### src/rtl/window_frame_reader.sv
// Streams one zero-padded window frame from window memory to the FFT input,
// in natural or bit-reversed read order, through a 4-entry fall-through FIFO.
module window_frame_reader #(
    parameter int DATA_WIDTH = 32,
    parameter int ADDR_WIDTH = 12
) (
    input  logic                  clk,
    input  logic                  rst,
    input  logic                  reader_en,
    input  logic [11:0]           fft_num,
    input  logic                  bitrev_en,
    output logic                  win_mem_rd_en,
    output logic [ADDR_WIDTH-1:0] win_mem_rd_addr,
    input  logic [DATA_WIDTH-1:0] win_mem_rd_data,
    output logic                  fft_valid,
    input  logic                  fft_ready,
    output logic [DATA_WIDTH-1:0] fft_data,
    output logic [ADDR_WIDTH-1:0] fft_index,
    output logic                  fft_last,
    output logic                  reader_busy,
    output logic                  reader_done,
    output logic                  cfg_err
);

    typedef enum logic [1:0] {
        IDLE,
        RUN,
        DRAIN,
        DONE
    } state_t;

    state_t                  state_q, state_d;
    logic [11:0]             n_q, n_d;
    logic                    bitrev_q, bitrev_d;
    logic [ADDR_WIDTH-1:0]   rd_cnt_q, rd_cnt_d;
    logic [ADDR_WIDTH-1:0]   idx_q, idx_d;
    logic                    inflight_q, inflight_d;
    logic [2:0]              cnt_q, cnt_d;
    logic [1:0]              wr_ptr_q, wr_ptr_d;
    logic [1:0]              rd_ptr_q, rd_ptr_d;
    logic                    cfg_err_q, cfg_err_d;
    logic [DATA_WIDTH-1:0]   fifo_q [4];

    logic                    num_legal;
    logic                    start;
    logic                    rd_en_int;
    logic                    valid_int;
    logic                    last_int;
    logic                    pop;
    logic                    push;
    logic                    rd_last;
    logic [ADDR_WIDTH-1:0]   n_m1;
    logic [3:0]              log2_n;
    logic [ADDR_WIDTH-1:0]   rev_full;
    logic [ADDR_WIDTH-1:0]   addr_int;
    int unsigned             rev_shift;

    assign num_legal = (fft_num >= 12'd8) && (fft_num <= 12'd2048)
                       && ((fft_num & (fft_num - 12'd1)) == '0);
    assign start     = (state_q == IDLE) && reader_en && num_legal;
    assign n_m1      = ADDR_WIDTH'(n_q - 12'd1);
    assign rd_last   = (rd_cnt_q == n_m1);
    assign push      = inflight_q;
    assign pop       = valid_int && fft_ready;

    // Credit counts buffered words plus the read already in flight; a pop in
    // the same cycle frees its slot only from the next cycle on.
    assign rd_en_int = (state_q == RUN) && (({1'b0, cnt_q} + 4'(inflight_q)) < 4'd4);
    assign valid_int = (cnt_q != 3'd0);
    assign last_int  = valid_int && (idx_q == n_m1);

    always_comb begin
        log2_n = '0;
        for (int unsigned i = 0; i < 12; i++) begin
            if (n_q[i]) log2_n = 4'(i);
        end
    end

    // Reverse the full counter, then shift the reversed bits down so only
    // the low log2(N) positions carry the reversed index.
    always_comb begin
        rev_full = '0;
        for (int unsigned i = 0; i < ADDR_WIDTH; i++) begin
            rev_full[i] = rd_cnt_q[ADDR_WIDTH-1-i];
        end
        rev_shift = ADDR_WIDTH - int'(log2_n);
        addr_int  = bitrev_q ? (rev_full >> rev_shift) : rd_cnt_q;
    end

    // State register
    always_ff @(posedge clk or posedge rst) begin
        if (rst) state_q <= IDLE;
        else     state_q <= state_d;
    end

    // Next-state logic
    always_comb begin
        state_d = state_q;
        unique case (state_q)
            IDLE:    if (start) state_d = RUN;
            RUN:     if (rd_en_int && rd_last) state_d = DRAIN;
            DRAIN:   if (pop && last_int) state_d = DONE;
            DONE:    state_d = IDLE;
            default: state_d = IDLE;
        endcase
    end

    // Output logic
    always_comb begin
        win_mem_rd_en   = rd_en_int;
        win_mem_rd_addr = rd_en_int ? addr_int : '0;
        fft_valid       = valid_int;
        fft_data        = valid_int ? fifo_q[rd_ptr_q] : '0;
        fft_index       = valid_int ? idx_q : '0;
        fft_last        = last_int;
        reader_busy     = (state_q != IDLE) && (state_q != DONE);
        reader_done     = (state_q == DONE);
        cfg_err         = cfg_err_q;
    end

    // Datapath next values
    always_comb begin
        n_d        = n_q;
        bitrev_d   = bitrev_q;
        rd_cnt_d   = rd_cnt_q;
        idx_d      = idx_q;
        inflight_d = rd_en_int;
        cnt_d      = cnt_q + 3'(push) - 3'(pop);
        wr_ptr_d   = wr_ptr_q + 2'(push);
        rd_ptr_d   = rd_ptr_q + 2'(pop);
        cfg_err_d  = (state_q == IDLE) && reader_en && !num_legal;
        if (start) begin
            n_d      = fft_num;
            bitrev_d = bitrev_en;
            rd_cnt_d = '0;
            idx_d    = '0;
        end else begin
            if (rd_en_int) rd_cnt_d = rd_cnt_q + 1'b1;
            if (pop)       idx_d    = idx_q + 1'b1;
        end
    end

    always_ff @(posedge clk or posedge rst) begin
        if (rst) begin
            n_q        <= '0;
            bitrev_q   <= 1'b0;
            rd_cnt_q   <= '0;
            idx_q      <= '0;
            inflight_q <= 1'b0;
            cnt_q      <= '0;
            wr_ptr_q   <= '0;
            rd_ptr_q   <= '0;
            cfg_err_q  <= 1'b0;
            for (int unsigned i = 0; i < 4; i++) fifo_q[i] <= '0;
        end else begin
            n_q        <= n_d;
            bitrev_q   <= bitrev_d;
            rd_cnt_q   <= rd_cnt_d;
            idx_q      <= idx_d;
            inflight_q <= inflight_d;
            cnt_q      <= cnt_d;
            wr_ptr_q   <= wr_ptr_d;
            rd_ptr_q   <= rd_ptr_d;
            cfg_err_q  <= cfg_err_d;
            if (push) fifo_q[wr_ptr_q] <= win_mem_rd_data;
        end
    end

endmodule

### config.mk
export PLATFORM = sky130hd
export DESIGN_NAME = window_frame_reader
export DESIGN_NICKNAME = d
export VERILOG_FILES = /design/src/rtl/window_frame_reader.sv
export SDC_FILE = /design/constraint.sdc
export NUM_CORES = 1
export LEC_CHECK = 0
export CAP_MARGIN = 10
export CORE_MARGIN = 2
export CORE_UTILIZATION = 40
export DETAILED_ROUTE_END_ITERATION = 8
export MAX_ROUTING_LAYER = met4
export PLACE_DENSITY = 0.71
export RECOVER_POWER = 100
export SLEW_MARGIN = 20
export SYNTH_ARGS = -nofsm -noshare
export SYNTH_HDL_FRONTEND = slang
export SYNTH_SLANG_ARGS = --single-unit
### constraint.sdc
create_clock -name clk -period 10.15 [get_ports clk]
set_clock_uncertainty 0.1 [all_clocks]
set_input_delay 2.03 -clock clk [delete_from_list [all_inputs] [get_ports clk]]
set_output_delay 2.03 -clock clk [all_outputs]
set_load 0.01 [all_outputs]
==> impl_metrics.tcl <==
set metrics [dict create \
    run_status "finished, violations left" \
    violations "max-capacitance violations, max-slew violations" \
    start_util 0.4088 \
    dpl_worst_slack_ps 4069 \
    fillers 2131 \
    drt_iter0_markers 504 \
    max_freq_ghz 0.1466 \
    leakage_uw 0.004755 \
    synth_area_mm2 0.009652 \
    grt_setup_unrepaired "false" \
    avgSynthCellArea_um2 11.86 \
    slew_viol_final 167 \
    syn_inst 814 \
    cts_setup_buffers 0 \
    num_rows 56 \
    fin_crit_sh 0.6719 \
    wirelength_mm 21.86 \
    floorplan.die_area_mm2 0.02539 \
    fin_util 0.4920 \
    port_buffers 110 \
    power.density_mw_per_mm2 310.5 \
    path_clk_slew_ps 80 \
    worst_pin_slew_ps 3986 \
    area_growth_pct 20.37 \
    p_total_uw 3608 \
    wl_per_cell_um 17.73 \
    grt_pass1_vias 6683 \
    synth_cell_type_count 67 \
    routed_via_density 5.454 \
    peakVddDrop_mv 0.1794 \
    finalHoldViolCount 0 \
    clock_latency_ps 440 \
    antenna_found_initial 2 \
    worstSetupEndpointType "output pin" \
    boundaryPins 111 \
    yosysSeqAreaShare 0.4563 \
    synth_top_flop_cell "dfrtp_1" \
    cts_tree "yes" \
    vias 6725 \
    hold_class "flop to flop" \
    grt_pass1_wl_mm 35.34 \
    cp-start-kind "flop" \
    relSlewSlack -1.672 \
    synth_seq_cells 176 \
    dr.pass1.iters 5 \
    grt-ovfl-total 0 \
    cap_viol_max_count 3 \
    place.gp.congestion 0.8780 \
    setup_violations 0 \
    nets 961 \
    hpwl_mm 14.68 \
    timing.final.crit_period_ps 6819 \
    r2r_slack_ps 6380 \
    antenna_left 0 \
    worstSetupPathType "flop to output pin" \
    critPathMaxFanout 10 \
    tns_ps 0 \
    die_w_um 159.3 \
    numClockSinks 176 \
    cts_resized 0 \
    clock_path_buffers 2 \
    critPathArrivalTime_ps 4690 \
    clockRootBuffer "clkbuf_16" \
    track_usage 0.1794 \
    drive_gt1_frac 0.2484 \
    core-area_mm2 0.02361 \
    fin_cells 1233 \
    cts_buffers 17 \
    async_reset_ff_frac 1.000 \
    synth.net_count 878 \
    synth_edf_count 0 \
    required_ps 8020 \
    layout_setup_ws_ps 3331 \
    grt_max_degree 90 \
    post-place-cells 1196 \
    cts_hold_buf 0 \
    drt_drc_violations_left 0 \
    die_h_um 159.3 \
    h-tree-depth 4 \
    ys_warn_count 0 \
]
-- Yosys cell counts (3+ instances only) --
| cell type | n | share of area |
|---|---|---|
| nand2_1 | 43 | 0.017 |
| nand3_1 | 15 | 0.0078 |
| mux2i_1 | 8 | 0.0083 |
| nor2b_1 | 3 | 0.0019 |
| nand2b_1 | 4 | 0.0026 |
| or4_1 | 5 | 0.0039 |
| mux4_2 | 40 | 0.093 |
| dfrtp_1 | 176 | 0.46 |
| or3_1 | 7 | 0.0045 |
| nor3b_1 | 3 | 0.0023 |
| a21oi_1 | 21 | 0.011 |
| o2111ai_1 | 3 | 0.0027 |
| buf_1 | 11 | 0.0043 |
| ha_1 | 14 | 0.018 |
| buf_2 | 5 | 0.0026 |
| nor2_1 | 53 | 0.021 |
| buf_6 | 4 | 0.0047 |
| nor4_1 | 7 | 0.0045 |
| and2_1 | 45 | 0.029 |
| clkbuf_1 | 34 | 0.013 |
| and3_1 | 6 | 0.0039 |
| or2_2 | 3 | 0.0019 |
| inv_1 | 20 | 0.0078 |
| o21ai_0 | 22 | 0.011 |
| xnor2_1 | 25 | 0.023 |
| nand4_1 | 10 | 0.0065 |
| a211oi_1 | 5 | 0.0039 |
| xor2_1 | 19 | 0.017 |
| nor3_1 | 8 | 0.0041 |
| or2b_1 | 3 | 0.0023 |
| mux2_2 | 133 | 0.16 |
| a31oi_1 | 6 | 0.0039 |
| and4_1 | 5 | 0.0045 |
| nand3b_1 | 6 | 0.0047 |
-- layout make-up --
type | instances | area [um2] | share of cell area
diodes | 4 | 10.01 | 0.0008616
well taps | 319 | 399.1 | 0.03436
clock inverters | 15 | 219.0 | 0.01885
repair buffers | 123 | 1191 | 0.1025
inverters | 21 | 80.08 | 0.006893
clock buffers | 17 | 425.4 | 0.03662
multi-input cells | 558 | 4887 | 0.4207
flip-flops and latches | 176 | 4405 | 0.3792
-- logic make-up after synthesis --
group                    after synthesis  synth area share
multiplexers                         182            0.2584
adder cells (fa/ha/maj)               17           0.02230
buffers and inverters                 80           0.03694
flip-flops                           176            0.4563
AO/OA/AOI/OAI                         82           0.05639
AND/OR/NAND/NOR                      233            0.1298
XOR/XNOR                              44           0.03993
-- worst max-delay path: stages, from the launching register on --
cell and delay (ps):
dfrtp_1 510, nand2b_1 150, a21o_1 150, a21oi_1 90, o41ai_1 1040, ha_1 380
xor2_1 590, and2_0 400, nand3_1 120, a21oi_1 180, dlygate4sd3_1 630
-- layer usage --
| metal | wire length (um) | global-route usage | vias to the layer above |
|---|---|---|---|
| li1 | - | - | 3113 |
| met1 | 9671 | 0.2336 | 3418 |
| met2 | 10860 | 0.2899 | 172 |
| met3 | 1057 | 0.03464 | 22 |
| met4 | 270 | 0.04628 | 0 |
| met5 | 0 | - | - |
-- where the power goes --
part	switching, uW	internal [uW]	total, uW
Clock	345	345	690
Sequential	263	1030	1290
Combinational	668	960	1630
Total	1280	2330	3610
-- cell usage in the layout, fill, tap and decap left out, types with 14 or more instances in the layout --
cell type and count:
mux4_2 40, nand3_1 15, dlygate4sd3_1 86, and2_1 36, xor2_1 19, clkdlybuf4s50_1 24, a21oi_1 21, o21ai_0 22
dfrtp_1 175, inv_1 19, ha_1 14, nor2_1 53, nand2_1 43, mux2_2 133, xnor2_1 25, clkbuf_16 17
-- registers in the layout (all words and copies together) (netlist names) --
signal / flops
rd_cnt_q: 12
idx_q: 12
cfg_err: 1
fifo_q: 128
rd_ptr_q: 2
state_q: 2
n_q: 12
inflight_q: 1
cnt_q: 3
wr_ptr_q: 2
bitrev_q: 1
-- through the flow --
step / cell area (um2) / hold WS (ps)
floorplan: 9652 / 373.9
global placement: 10990 / 381.1
detailed placement: 10990 / 387.8
CTS: 11630 / 405.1
global route: 11610 / 408.2
finish: 11620 / 402.7
-- worst paths after layout --
path | startpoint | to | cells after the start
min in group asynchronous | rst | rd_cnt_q[3]$_DFFE_PP0P_ | 2
max in group asynchronous | rst | rd_ptr_q[1]$_DFF_PP0_ | 2
hold / removal | fifo_q[91]$_DFFE_PP0P_ | fifo_q[91]$_DFFE_PP0P_ | 1
hold reg to reg | fifo_q[91]$_DFFE_PP0P_ | fifo_q[91]$_DFFE_PP0P_ | 1
setup reg to reg | cnt_q[1]$_DFF_PP0_ | cnt_q[2]$_DFF_PP0_ | 11
setup / recovery | n_q[2]$_DFFE_PP0P_ | win_mem_rd_addr[8] | 10
Power figures use the tool's default switching activity.
